[config.mk]
export PLATFORM = sky130hd
export DESIGN_NAME = vga_timing_gen
export DESIGN_NICKNAME = d
export VERILOG_FILES = /design/src/rtl/vga_timing_gen.sv
export SDC_FILE = /design/constraint.sdc
export NUM_CORES = 1
export LEC_CHECK = 0
export ABC_CLOCK_PERIOD_IN_PS = 5600
export BUFFER_PORTS_ARGS = -buffer_cell sky130_fd_sc_hd__buf_2
export CAP_MARGIN = 20
export CELL_PAD_IN_SITES_DETAIL_PLACEMENT = 1
export CELL_PAD_IN_SITES_GLOBAL_PLACEMENT = 2
export CORE_MARGIN = 4
export CORE_UTILIZATION = 36
export CTS_CLUSTER_DIAMETER = 60
export DETAILED_ROUTE_END_ITERATION = 8
export PLACE_DENSITY_LB_ADDON = 0.1
export SYNTH_ARGS = -nofsm -noshare
export SYNTH_HDL_FRONTEND = slang
export SYNTH_SLANG_ARGS = --single-unit
[constraint.sdc]
create_clock -name clk -period 5.6 [get_ports clk]
set_input_delay 0.56 -clock clk [delete_from_list [all_inputs] [get_ports clk]]
set_output_delay 0.56 -clock clk [all_outputs]
set_load 0.02 [all_outputs]
[src/rtl/vga_timing_gen.sv]
// ----------------------------------------------------------------------------
// vga_timing_gen
// Parametrised VGA timing generator with a run/drain/idle control FSM.
// Produces the pixel-rate enable, free-running raster counters, sync pulses
// at a configurable polarity, the active-video flag, line/frame markers and a
// wrapping frame counter. Every output is registered and decoded from the
// next-state raster position, so all of them change on the same edge as
// pixel_x/pixel_y.
//
// Ports
//   clk          in   system clock, rising edge
//   rst_n        in   asynchronous active-low reset
//   enable       in   run request, sampled every clock
//   pixel_tick   out  one-clock pulse per pixel period (steady high if CLK_DIV=1)
//   pixel_x      out  horizontal counter, 0..H_TOTAL-1
//   pixel_y      out  vertical counter, 0..V_TOTAL-1
//   hsync/vsync  out  sync outputs, active level HS_POL/VS_POL
//   video_on     out  high inside the visible area while running
//   line_start   out  pulse on the edge where pixel_x becomes 0
//   frame_start  out  pulse on the edge where (pixel_x,pixel_y) becomes (0,0)
//   frame_count  out  count of frame starts, wraps modulo 2^FRAME_W
//   running      out  high in RUN or DRAIN
// ----------------------------------------------------------------------------
module vga_timing_gen #(
  parameter int unsigned H_ACTIVE = 640,
  parameter int unsigned H_FP     = 16,
  parameter int unsigned H_SYNC   = 96,
  parameter int unsigned H_BP     = 48,
  parameter int unsigned V_ACTIVE = 480,
  parameter int unsigned V_FP     = 10,
  parameter int unsigned V_SYNC   = 2,
  parameter int unsigned V_BP     = 33,
  parameter int unsigned CLK_DIV  = 2,
  parameter bit          HS_POL   = 1'b0,
  parameter bit          VS_POL   = 1'b0,
  parameter int unsigned CNT_W    = 10,
  parameter int unsigned FRAME_W  = 8
) (
  input  logic               clk,
  input  logic               rst_n,
  input  logic               enable,
  output logic               pixel_tick,
  output logic [CNT_W-1:0]   pixel_x,
  output logic [CNT_W-1:0]   pixel_y,
  output logic               hsync,
  output logic               vsync,
  output logic               video_on,
  output logic               line_start,
  output logic               frame_start,
  output logic [FRAME_W-1:0] frame_count,
  output logic               running
);

  localparam int unsigned H_TOTAL  = H_ACTIVE + H_FP + H_SYNC + H_BP;
  localparam int unsigned V_TOTAL  = V_ACTIVE + V_FP + V_SYNC + V_BP;
  localparam int unsigned HS_START = H_ACTIVE + H_FP;
  localparam int unsigned HS_END   = HS_START + H_SYNC;
  localparam int unsigned VS_START = V_ACTIVE + V_FP;
  localparam int unsigned VS_END   = VS_START + V_SYNC;
  localparam int unsigned DIV_W    = (CLK_DIV > 1) ? $clog2(CLK_DIV) : 1;

  localparam logic [DIV_W-1:0] DIV_LAST = DIV_W'(CLK_DIV - 1);
  localparam logic [CNT_W-1:0] X_LAST   = CNT_W'(H_TOTAL - 1);
  localparam logic [CNT_W-1:0] Y_LAST   = CNT_W'(V_TOTAL - 1);

  typedef enum logic [1:0] {
    S_IDLE  = 2'd0,
    S_RUN   = 2'd1,
    S_DRAIN = 2'd2
  } state_t;

  state_t             state_q;
  state_t             state_nxt;
  logic [DIV_W-1:0]   div_q;
  logic [DIV_W-1:0]   div_nxt;
  logic [CNT_W-1:0]   x_nxt;
  logic [CNT_W-1:0]   y_nxt;
  logic [FRAME_W-1:0] fc_nxt;
  logic               ls_nxt;
  logic               fs_nxt;
  logic               run_nxt;
  logic               tick_nxt;
  logic               hs_nxt;
  logic               vs_nxt;
  logic               von_nxt;
  logic               tick_now;
  logic               end_of_frame;

  // Pixel advance happens on the edge that closes a divider period.
  assign tick_now     = (state_q != S_IDLE) && (div_q == DIV_LAST);
  assign end_of_frame = (pixel_x == X_LAST) && (pixel_y == Y_LAST);

  // Next-state: FSM, divider, raster counters, markers, then output decode.
  always_comb begin
    state_nxt = state_q;
    div_nxt   = div_q;
    x_nxt     = pixel_x;
    y_nxt     = pixel_y;
    fc_nxt    = frame_count;
    ls_nxt    = 1'b0;
    fs_nxt    = 1'b0;
    run_nxt   = 1'b0;
    tick_nxt  = 1'b0;
    hs_nxt    = ~HS_POL;
    vs_nxt    = ~VS_POL;
    von_nxt   = 1'b0;

    case (state_q)
      S_IDLE: begin
        div_nxt = '0;
        x_nxt   = '0;
        y_nxt   = '0;
        // Entering RUN lands on (0,0), which is itself a new frame.
        if (enable) begin
          state_nxt = S_RUN;
          ls_nxt    = 1'b1;
          fs_nxt    = 1'b1;
          fc_nxt    = frame_count + FRAME_W'(1);
        end
      end

      S_RUN, S_DRAIN: begin
        state_nxt = enable ? S_RUN : S_DRAIN;
        div_nxt   = tick_now ? '0 : div_q + DIV_W'(1);
        if (tick_now) begin
          if (pixel_x == X_LAST) begin
            x_nxt  = '0;
            ls_nxt = 1'b1;
            if (pixel_y == Y_LAST) begin
              y_nxt  = '0;
              fs_nxt = 1'b1;
              fc_nxt = frame_count + FRAME_W'(1);
            end else begin
              y_nxt = pixel_y + CNT_W'(1);
            end
          end else begin
            x_nxt = pixel_x + CNT_W'(1);
          end
          // A draining frame ends in IDLE instead of wrapping into a new one.
          if ((state_q == S_DRAIN) && !enable && end_of_frame) begin
            state_nxt = S_IDLE;
            div_nxt   = '0;
            ls_nxt    = 1'b0;
            fs_nxt    = 1'b0;
            fc_nxt    = frame_count;
          end
        end
      end

      default: begin
        state_nxt = S_IDLE;
        div_nxt   = '0;
        x_nxt     = '0;
        y_nxt     = '0;
      end
    endcase

    // Decode from the next-state position so outputs stay coherent with it.
    run_nxt  = (state_nxt != S_IDLE);
    tick_nxt = run_nxt && (div_nxt == DIV_LAST);
    hs_nxt   = (run_nxt && (32'(x_nxt) >= HS_START) && (32'(x_nxt) < HS_END))
               ? HS_POL : ~HS_POL;
    vs_nxt   = (run_nxt && (32'(y_nxt) >= VS_START) && (32'(y_nxt) < VS_END))
               ? VS_POL : ~VS_POL;
    von_nxt  = run_nxt && (32'(x_nxt) < H_ACTIVE) && (32'(y_nxt) < V_ACTIVE);
  end

  // State and output registers; reset forces IDLE values immediately.
  always_ff @(posedge clk or negedge rst_n) begin
    if (!rst_n) begin
      state_q     <= S_IDLE;
      div_q       <= '0;
      pixel_tick  <= 1'b0;
      pixel_x     <= '0;
      pixel_y     <= '0;
      hsync       <= ~HS_POL;
      vsync       <= ~VS_POL;
      video_on    <= 1'b0;
      line_start  <= 1'b0;
      frame_start <= 1'b0;
      frame_count <= '0;
      running     <= 1'b0;
    end else begin
      state_q     <= state_nxt;
      div_q       <= div_nxt;
      pixel_tick  <= tick_nxt;
      pixel_x     <= x_nxt;
      pixel_y     <= y_nxt;
      hsync       <= hs_nxt;
      vsync       <= vs_nxt;
      video_on    <= von_nxt;
      line_start  <= ls_nxt;
      frame_start <= fs_nxt;
      frame_count <= fc_nxt;
      running     <= run_nxt;
    end
  end

endmodule

Yosys cells after proc, flatten, opt, wreduce, memory -nomap -nowiden --
Cells that the tools add are included.
Word-level totals: logic and storage cells 83, output and inout bits 35, flip-flop bits (word level) 38
Cells by class: order comparisons 6, multiplexer cells 34, add/sub/neg operators 4, eq/ne operators 9, reduce and logical (&&, ||, !) cells 18
Operators with widths (number):
- $mux 10 | 7
- $mux 8 | 5
- $add 10x1->10 const B | 2
- $eq 10x10->1 const B | 2
- $lt 10x10->1 const B | 2
- $lt 10x9->1 const B | 2
- $pmux 8 s2 | 1
- $mux 1 | 14
- $logic_and 1x1->1 | 11
- $ge 10x10->1 const B | 1
- $ge 10x9->1 const B | 1
- $ne 2x2->1 const B | 5
- $add 8x1->8 const B | 1
- $mux 2 | 4
- $reduce_and 6->1 | 1
- $reduce_bool 2->1 | 3
- $pmux 1 s2 | 2
- $pmux 2 s2 | 1
- $eq 2x1->1 const B | 1
- $eq 2x2->1 const B | 1
- $logic_not 2->1 | 1
- $reduce_or 2->1 | 1
- $add 1x1->1 const B | 1
- $logic_not 1->1 | 1

Longest topological paths before layout --
Gate-level depths: netlist of run 1.
depth after elaboration 10, gate-level depth with buffers 10, gate-level depth less buffers 8

Worst setup path before layout of run 1 --
Ideal clock, no wire load.
path type reg-to-reg, start point register pixel_x[0], end point register frame_count[1], setup time 0.125 ns, path buffers 1, clock period less this slack 2.516 ns, cell stages (with the launch flop) 8, setup slack 3.084 ns, arrival 2.391 ns, required time 5.475 ns, cell sequence dfrtp_1 ha_1 or4b_4 nor4_2 buf_2 o2111ai_1 nand2_1 mux2_2
Between the ends: longest elaborated chain between the ends 5
RTL lines:
- start: declaration | RTL line 43 | output logic [CNT_W-1:0] pixel_x,
- start signal: assignment | RTL line 187 | pixel_x <= x_nxt;
- $eq 10x10->1 (*) | RTL line 91, 126
- $logic_and 1x1->1 | RTL line 91 | assign end_of_frame = (pixel_x == X_LAST) && (pixel_y == Y_LAST);
- $logic_and 1x1->1 | RTL line 140 | if ((state_q == S_DRAIN) && !enable && end_of_frame) begin
- $ne 2x2->1 (no line)
- $reduce_and 6->1 (no line) (*)
- end signal: assignment | RTL line 194 | frame_count <= fc_nxt;
- end: declaration | RTL line 50 | output logic [FRAME_W-1:0] frame_count,
Mark *: on every way between the ends. The rest lies on a longest branch, timed or not. A chain may end at the register's enable or synchronous reset.

Worst setup path in the final report of run 1 --
start point register state_q[1], end point register hsync
RTL lines:
- start: declaration | RTL line 72 | state_t state_q;
- start signal: assignment | RTL line 184 | state_q <= state_nxt;
- $reduce_bool 2->1 | RTL line 90 | assign tick_now = (state_q != S_IDLE) && (div_q == DIV_LAST);
- $logic_and 1x1->1 | RTL line 90
- $mux 10 | RTL line 125 | if (tick_now) begin
- $mux 10 (*) | RTL line 108 | case (state_q)
- net x_nxt[5] | RTL line 76 | logic [CNT_W-1:0] x_nxt;
- $ge 10x10->1 | RTL line 161 | hs_nxt = (run_nxt && (32'(x_nxt) >= HS_START) && (32'(x_nxt) < HS_END))
- $logic_and 1x1->1 | RTL line 161
- $logic_and 1x1->1 (*) | RTL line 161
- $mux 1 (*) | RTL line 162 | ? HS_POL : ~HS_POL;
- net hs_nxt | RTL line 83 | logic hs_nxt;
- end signal: assignment | RTL line 176 | hsync <= ~HS_POL;
- end signal: assignment | RTL line 189 | hsync <= hs_nxt;
- end: declaration | RTL line 45 | output logic hsync,
The timed path passes the listed nets; every way through them passes the cells marked *.

==> results of run 1 <==
-- cells by family after synthesis --
logic type | synth area share
flops | 0.438
compound gates | 0.131
xor+xnor | 0.0765
fa+ha+maj | 0.0403
buf+inv | 0.0351
simple gates | 0.265
mux | 0.0144
-- flip-flops by register name, summed over array words and instances, names as in the netlist --
register	count
div_q	1
frame_count	8
frame_start	1
hsync	1
line_start	1
pixel_tick	1
pixel_x	10
pixel_y	10
running	1
state_q	2
video_on	1
vsync	1
-- final cells by class --
class / instances / area share
Tap cell: 75 / 0.0367
Sequential cell: 38 / 0.373
Clock buffer: 5 / 0.0269
Clock inverter: 3 / 0.0269
Inverter: 8 / 0.0118
Timing Repair Buffer: 38 / 0.0755
Multi-Input combinational cell: 181 / 0.449
-- synth_stat cells, types with 3 or more instances --
| library cell | instances |
|---|---|
| nand3_1 | 12 |
| a31oi_1 | 7 |
| buf_2 | 4 |
| clkbuf_1 | 7 |
| nand2_1 | 22 |
| xnor2_1 | 11 |
| nor3_1 | 14 |
| dfrtp_1 | 36 |
| o21ai_0 | 6 |
| xor2_1 | 8 |
| and3_1 | 7 |
| nor2_1 | 22 |
| nand4_1 | 8 |
| nand4b_1 | 3 |
| a21oi_1 | 13 |
| ha_1 | 7 |
| inv_1 | 8 |
| or4_1 | 3 |
| nand2b_1 | 4 |
-- path summary, 6_finish.rpt --
path / start / end / slack (ns)
setup / recovery: state_q[1] / hsync / 2.58
hold / removal: rst_n / running / 0.36
setup reg to reg: state_q[1] / hsync / 2.58
hold reg to reg: frame_count[7] / frame_count[7] / 0.49
max in group asynchronous: rst_n / pixel_y[4] / 4.71
min in group clk: frame_count[7] / frame_count[7] / 0.49
-- per-layer routing --
layer  global-route usage  vias up  part of all wire
li1                     -      922                 -
met1                0.241      937              0.49
met2                0.274       33              0.46
met3               0.0403        5             0.037
met4               0.0432        0            0.0097
met5                    0        -                 0
-- placed cells by master, fill, tap and decap left out, drive strengths merged, types with 2 or more instances in the layout --
cell type / instances
bufinv: 2
xnor2: 11
inv: 8
nand4b: 3
mux2i: 2
nor2: 22
a31oi: 7
nor3: 15
dfrtp: 36
nor4: 3
ha: 7
xor2: 8
clkbuf: 5
buf: 38
nand4: 8
nor2b: 2
o21ai: 9
or4: 3
dfstp: 2
a21oi: 13
and2: 2
a32oi: 2
o22ai: 2
nand2b: 4
and3: 7
a211o: 2
nand3: 12
nand2: 22
-- per-stage QoR --
stage | setup WS (ns) | hold slack [ns] | utilization | area, um^2 | total power, W
4_1_cts | 2.51 | 0.404 | 0.434 | 2550 | 0.00101
5_1_grt | 2.30 | 0.434 | 0.434 | 2550 | 0.00107
3_3_place_gp | 2.70 | 0.458 | 0.411 | 2420 | 0.000717
6_report | 2.58 | 0.359 | 0.434 | 2550 | 0.000994
2_1_floorplan | 3.08 | 0.264 | - | 2180 | 0.000602
3_5_place_dp | 2.54 | 0.484 | 0.411 | 2420 | 0.000724
-- power by group --
group / switching (W) / internal [W]
combinational: 0.000243 / 0.000106
sequential: 0.0000412 / 0.000319
clock: 0.000106 / 0.000179
==> impl_metrics.json, run 1 <==
{
  "status": "finished, final reports clean",
  "cts_hold_buf": 0,
  "h-tree-depth": 2,
  "synthTopCellsByArea": "dfrtp_1 41%, xnor2_1 4.4%, ha_1 4.0%, nand2_1 3.8%, nor2_1 3.8%",
  "ys_ff_latch": 38,
  "gp_congestion": 0.805,
  "drtIter0Drc": 81,
  "cap_violations": 0,
  "hp-class": "input pin to asynchronous set/reset pin",
  "grt.total_usage": 0.173,
  "final_cells": 348,
  "crit_slowest_cell": "nor2b_1",
  "path_buf_inv": 1,
  "rsz0062_at_grt": "false",
  "grt-ovfl-total": 0,
  "critPathMaxFanout": 12,
  "worstSetupPathType": "flip-flop to flip-flop",
  "cts_tree": "built",
  "synth.largest_area_cell": "dfrtp_1",
  "cts_root_buffer": "clkbuf_8",
  "grt_max_degree": 39,
  "slew_viol_final": 0,
  "wl_per_cell_um": 16.9,
  "period_needed_ns": 3.02,
  "port_buffers": 37,
  "cp-end-kind": "flip-flop",
  "multi_input_area_um2": 1150,
  "r2r_cells": 8,
  "grt_pass1_wl_um": 10000,
  "synth_edf_count": 0,
  "drc_errors": 0,
  "cts-resized-gates": 0,
  "die_w_um": 85.7,
  "netlist_area_um2": 2180,
  "critPathArrivalTime_ns": 3.23,
  "dieArea_um2": 7350,
  "fin_skew_ns": 0.0108,
  "clk_latency_ns": 0.30,
  "crit_chain": "inv_1 -> ha_1 -> nor2b_1 -> nand2_1 -> or4_1 -> a21oi_1 -> mux2i_1 -> or4_1",
  "ys.flop_type": "dfrtp_1",
  "fin_crit_sh": 0.540,
  "seq_area_frac_synth": 0.438,
  "drt-total-wl_um": 5900,
  "synth_nets": 248,
  "ys_types": 46,
  "cts_setup_buffers": 0,
  "ir_drop_v": 0.000195,
  "diodes": 0,
  "crit_family": "simple AND/OR/NAND/NOR gates",
  "grt_pass1_vias": 2003,
  "startpoint_type": "flip-flop",
  "cp.depth": 8,
  "worst_slew_pin_slew_ns": 0.846,
  "nFillCells": 714,
  "crit_required_ns": 5.81,
  "cts_buffers": 5,
  "drtAntennaViolNets": 0,
  "io_pins": 38,
  "cts_max_path_buffers": 2,
  "syn-instance-count": 238,
  "cts.clk_slew.worst_paths_ns": 0.09,
  "seq_area_um2": 953,
  "synth_top_cell_area_share": 0.414,
  "die_h_um": 85.7,
  "vias": 1897,
  "crit_path_frequent_cell": "or4_1",
  "drive_gt1_frac": 0.198,
  "cts_sinks": 38,
  "placed_cells": 340,
  "async_reset_ff_frac": 1.00,
  "fmax_ghz": 0.331,
  "coreArea_um2": 5890,
  "initial_core_util": 0.370,
  "num-nets-final": 282,
  "dp_hpwl_um": 4190,
  "detail_route.vias_per_cell": 5.45,
  "finalSetupViolations": 0,
  "p_leak_nw": 1.13,
  "hold_viol": 0,
  "antenna_found_initial": 0,
  "firstDrtPassIters": 4,
  "maxSlewHeadroom": 0.435,
  "setup_tns_ns": 0,
  "cp_slowest_stage_delay_ns": 0.71,
  "synth_area_per_cell_um2": 9.14,
  "syn2layout_area_growth_pct": 17.4,
  "yosys_warnings": 0,
  "power_density_nw_per_um2": 389,
  "num_rows": 28
}
Power figures use the tool's default switching activity.
==> inputs of run 2 (changes only) <==
--- a/config.mk
+++ b/config.mk
@@ -5,13 +5,13 @@
 export SDC_FILE = /design/constraint.sdc
 export NUM_CORES = 1
 export LEC_CHECK = 0
-export ABC_CLOCK_PERIOD_IN_PS = 5600
+export ABC_CLOCK_PERIOD_IN_PS = 2900
 export BUFFER_PORTS_ARGS = -buffer_cell sky130_fd_sc_hd__buf_2
 export CAP_MARGIN = 20
 export CELL_PAD_IN_SITES_DETAIL_PLACEMENT = 1
 export CELL_PAD_IN_SITES_GLOBAL_PLACEMENT = 2
 export CORE_MARGIN = 4
-export CORE_UTILIZATION = 36
+export CORE_UTILIZATION = 34
 export CTS_CLUSTER_DIAMETER = 60
 export DETAILED_ROUTE_END_ITERATION = 8
 export PLACE_DENSITY_LB_ADDON = 0.1
==> constraint.sdc (replaced) <==
create_clock -name clk -period 2.9 [get_ports clk]
set_input_delay 0.29 -clock clk [delete_from_list [all_inputs] [get_ports clk]]
set_output_delay 0.29 -clock clk [all_outputs]
set_load 0.02 [all_outputs]
==> impl_metrics.json, run 2 (synthesis results as in run 1) <==
{
  "cts_tree": "built",
  "clk_latency_ns": 0.29,
  "startpoint_type": "flip-flop",
  "wl_per_cell_um": 17.1,
  "diodes": 0,
  "met1_usage": 0.242,
  "antenna_found_initial": 0,
  "cp.depth": 7,
  "hp-class": "input pin to asynchronous set/reset pin",
  "cap_violations": 0,
  "setup_tns_ns": 0,
  "final_cells": 354,
  "fin_crit_sh": 0.897,
  "drive_gt1_frac": 0.215,
  "grt_max_degree": 39,
  "gp_congestion": 0.792,
  "critPathMaxFanout": 8,
  "placed_cells": 346,
  "firstDrtPassIters": 4,
  "drtAntennaViolNets": 0,
  "rsz0062_at_grt": "false",
  "cts_root_buffer": "clkbuf_8",
  "dieArea_um2": 7740,
  "top_usage_layer": "met2",
  "crit_family": "simple AND/OR/NAND/NOR gates",
  "grt.total_usage": 0.172,
  "gr-usage-met2": 0.269,
  "p_leak_nw": 1.16,
  "grt_pass1_wl_um": 10300,
  "io_pins": 38,
  "multi_input_area_um2": 1150,
  "hold_viol": 0,
  "port_buffers": 37,
  "worstSetupPathType": "flip-flop to flip-flop",
  "cts_setup_buffers": 0,
  "finalSetupViolations": 0,
  "seq_power_share": 0.355,
  "die_w_um": 88.0,
  "path_buf_inv": 0,
  "ir_drop_v": 0.000476,
  "cts.clk_slew.worst_paths_ns": 0.08,
  "pwr-share-comb": 0.364,
  "critPathArrivalTime_ns": 2.81,
  "switching_share": 0.389,
  "initial_core_util": 0.359,
  "p_int_w": 0.00120,
  "drt-total-wl_um": 6060,
  "slew_viol_final": 0,
  "cts_hold_buf": 0,
  "period_needed_ns": 2.60,
  "crit_chain": "ha_1 -> or4b_4 -> or4_1 -> o21ai_4 -> a211o_1 -> nor3_1 -> a311oi_2",
  "vias": 1905,
  "grt_pass1_vias": 1987,
  "reg2reg_from": "pixel_x[1]",
  "power_density_nw_per_um2": 753,
  "maxSlewHeadroom": 0.426,
  "cts_sinks": 38,
  "h-tree-depth": 2,
  "grt_util_met3": 0.0329,
  "cts_max_path_buffers": 2,
  "cts_buffers": 5,
  "cts-resized-gates": 0,
  "grt-ovfl-total": 0,
  "crit_slowest_cell": "or4_1",
  "detail_route.vias_per_cell": 5.38,
  "crit_required_ns": 3.11,
  "nFillCells": 758,
  "layout_common_cells": "37 x buf_2, 36 x dfrtp_1, 22 x nand2_1, 22 x nor2_1, 14 x nor3_1",
  "fmax_ghz": 0.384,
  "cp_slowest_stage_delay_ns": 0.60,
  "r2r_cells": 7,
  "fin_skew_ns": 0.00807,
  "syn2layout_area_growth_pct": 19.4,
  "coreArea_um2": 6060,
  "num-nets-final": 288,
  "dp_hpwl_um": 4510,
  "worst_slew_pin_slew_ns": 0.861,
  "status": "finished, final reports clean",
  "power_frac_clock": 0.281,
  "drtIter0Drc": 57,
  "die_h_um": 88.0,
  "drc_errors": 0,
  "num_rows": 28,
  "top_regs": "pixel_x (10), pixel_y (10), frame_count (8)",
  "crit_start": "pixel_x[1]",
  "layout_commonest_cell": "buf_2",
  "switching_power_w": 0.000762,
  "cp-end-kind": "flip-flop",
  "seq_area_um2": 953
}
==> run 2: final cells by class <==
class                   instances  share of cell area
well taps                      75              0.0361
repair buffers                 44              0.0915
flip-flops and latches         38               0.367
multi-input cells             181               0.441
clock buffers                   5              0.0265
inverters                       8              0.0116
clock inverters                 3              0.0265
==> run 2: path summary, 6_finish.rpt <==
path	to	slack (ns)
min in group clk	state_q[1]	0.26
max in group asynchronous	pixel_x[0]	2.25
worst min register to register	frame_count[7]	0.47
worst max-delay path	video_on	0.30
worst min-delay path	pixel_y[7]	0.10
worst max register to register	video_on	0.30
==> run 2: layer usage <==
layer  wire length (um)  vias to the layer above
met3                239                        7
met2               2790                       31
met1               2960                      931
met5                  0                        -
li1                   -                      936
met4                 61                        0
==> run 2: metrics by stage <==
| stage | area, um^2 | power (W) | hold WS, ns | util | setup WS, ns |
|---|---|---|---|---|---|
| 2_1_floorplan | 2180 | 0.00116 | -0.00559 | - | 0.384 |
| 3_3_place_gp | 2460 | 0.00141 | 0.456 | 0.406 | 0.391 |
| 3_5_place_dp | 2460 | 0.00143 | 0.466 | 0.406 | 0.312 |
| 4_1_cts | 2600 | 0.00199 | 0.143 | 0.429 | 0.295 |
| 5_1_grt | 2600 | 0.00210 | 0.173 | 0.429 | 0.110 |
| 6_report | 2600 | 0.00196 | 0.101 | 0.429 | 0.298 |
==> run 2: power by group through the flow <==
stage	combinational (W)	sequential (W)	clock (W)
after floorplan	0.000390	0.000772	0
after global placement	0.000714	0.000701	0
after detailed placement	0.000720	0.000708	0
after CTS	0.000725	0.000697	0.000569
after global routing	0.000793	0.000713	0.000595
final	0.000713	0.000695	0.000550
==> inputs of run 3 (changes only) <==
--- a/config.mk
+++ b/config.mk
@@ -8,10 +8,10 @@
 export ABC_CLOCK_PERIOD_IN_PS = 2900
 export BUFFER_PORTS_ARGS = -buffer_cell sky130_fd_sc_hd__buf_2
 export CAP_MARGIN = 20
-export CELL_PAD_IN_SITES_DETAIL_PLACEMENT = 1
-export CELL_PAD_IN_SITES_GLOBAL_PLACEMENT = 2
+export CELL_PAD_IN_SITES_DETAIL_PLACEMENT = 0
+export CELL_PAD_IN_SITES_GLOBAL_PLACEMENT = 1
 export CORE_MARGIN = 4
-export CORE_UTILIZATION = 34
+export CORE_UTILIZATION = 42
 export CTS_CLUSTER_DIAMETER = 60
 export DETAILED_ROUTE_END_ITERATION = 8
 export PLACE_DENSITY_LB_ADDON = 0.1
==> impl_metrics.json, run 3 (synthesis results as in run 1) <==
{
  "num_rows": 25,
  "maxSlewHeadroom": 0.441,
  "setup_tns_ns": 0,
  "rsz0062_at_grt": "false",
  "dieArea_um2": 6400,
  "vias": 1902,
  "crit_chain": "ha_1 -> or4b_4 -> or4_1 -> o21ai_4 -> a211o_1 -> nor3_1 -> a311oi_2",
  "path_buf_inv": 0,
  "cts-resized-gates": 0,
  "layout_commonest_cell": "buf_2",
  "wl_per_cell_um": 15.7,
  "fin_crit_sh": 0.896,
  "clk_latency_ns": 0.29,
  "switching_power_w": 0.000741,
  "grt_pass1_wl_um": 9320,
  "drtAntennaViolNets": 0,
  "drive_gt1_frac": 0.221,
  "grt_max_degree": 39,
  "finalSetupViolations": 0,
  "pwr-share-comb": 0.381,
  "p_leak_nw": 1.15,
  "drt-total-wl_um": 5440,
  "coreArea_um2": 4880,
  "antenna_found_initial": 0,
  "worst_slew_pin_slew_ns": 0.838,
  "slew_viol_final": 0,
  "crit_family": "simple AND/OR/NAND/NOR gates",
  "holdWs_ns": 0.0983,
  "cts_hold_buf": 0,
  "critPathArrivalTime_ns": 2.80,
  "fin_util": 0.528,
  "cap_violations": 0,
  "cts_buffers": 5,
  "grt-ovfl-total": 0,
  "cts.clk_slew.worst_paths_ns": 0.08,
  "hp-class": "input pin to asynchronous set/reset pin",
  "num-nets-final": 289,
  "seq_power_share": 0.373,
  "cp-end-kind": "flip-flop",
  "die_w_um": 80.0,
  "p_int_w": 0.00111,
  "diodes": 0,
  "drc_errors": 0,
  "cts_root_buffer": "clkbuf_8",
  "startpoint_type": "flip-flop",
  "layout_setup_ws_ns": 0.302,
  "layout_common_cells": "37 x buf_2, 36 x dfrtp_1, 22 x nand2_1, 22 x nor2_1, 14 x nor3_1",
  "h-tree-depth": 2,
  "power_frac_clock": 0.246,
  "die_h_um": 80.0,
  "io_pins": 38,
  "crit_slowest_cell": "or4_1",
  "power_density_nw_per_um2": 717,
  "grt.total_usage": 0.187,
  "ir_drop_v": 0.000432,
  "grt_pass1_vias": 1791,
  "top_regs": "pixel_x (10), pixel_y (10), frame_count (8)",
  "fmax_ghz": 0.385,
  "cts_sinks": 38,
  "port_buffers": 37,
  "dp_hpwl_um": 3880,
  "pre_cts_slack_ns": 0.174,
  "switching_share": 0.401,
  "gp_congestion": 0.831,
  "cts_max_path_buffers": 2,
  "syn2layout_area_growth_pct": 18.5,
  "period_needed_ns": 2.60,
  "fin_skew_ns": 0.00920,
  "crit_required_ns": 3.10,
  "critPathMaxFanout": 8,
  "drtIter0Drc": 66,
  "detail_route.vias_per_cell": 5.48,
  "placed_cells": 339,
  "hold_viol": 0,
  "worstSetupPathType": "flip-flop to flip-flop",
  "final_cells": 347,
  "status": "finished, final reports clean",
  "cp_slowest_stage_delay_ns": 0.61,
  "nFillCells": 481,
  "cts_setup_buffers": 0,
  "cts_tree": "built",
  "initial_core_util": 0.446,
  "firstDrtPassIters": 4
}
## run 3: area by class of cell
| class | instances | area, um^2 | share of cell area |
|---|---|---|---|
| Tap cell | 67 | 83.8 | 0.0325 |
| Timing Repair Buffer | 45 | 245 | 0.0951 |
| Inverter | 8 | 30.0 | 0.0116 |
| Multi-Input combinational cell | 181 | 1150 | 0.447 |
| Clock inverter | 3 | 45.0 | 0.0175 |
| Clock buffer | 5 | 68.8 | 0.0267 |
| Sequential cell | 38 | 953 | 0.370 |
## run 3: worst paths after layout
check | from | to | slack [ns] | cells past startpoint
worst max-delay path | pixel_x[0] | video_on | 0.30 | 7
worst min-delay path | rst_n | pixel_y[0] | 0.1 | 1
worst min register to register | frame_count[7] | frame_count[7] | 0.50 | 1
max in group asynchronous | rst_n | pixel_y[4] | 2.27 | 1
worst max register to register | pixel_x[0] | video_on | 0.30 | 7
min in group clk | enable | state_q[1] | 0.26 | 2
## run 3: metal layers
metal / global-route usage / wire length (um)
met3: 0.0316 / 301
met5: 0 / 0
met1: 0.276 / 2640
met4: 0.0490 / 38
met2: 0.281 / 2460
## run 3: power by group through the flow
| stage | clock (W) | combinational (W) | sequential [W] |
|---|---|---|---|
| after floorplan | 0 | 0.000390 | 0.000772 |
| after global placement | 0 | 0.000705 | 0.000699 |
| after detailed placement | 0 | 0.000707 | 0.000702 |
| after CTS | 0.000463 | 0.000713 | 0.000691 |
| after global routing | 0.000487 | 0.000795 | 0.000711 |
| final | 0.000455 | 0.000704 | 0.000690 |
## run 3: through the flow
step / power [W] / instance area [um^2]
finish: 0.00185 / 2580
global route: 0.00199 / 2580
CTS: 0.00187 / 2570
detailed placement: 0.00141 / 2460
global placement: 0.00140 / 2460
floorplan: 0.00116 / 2180
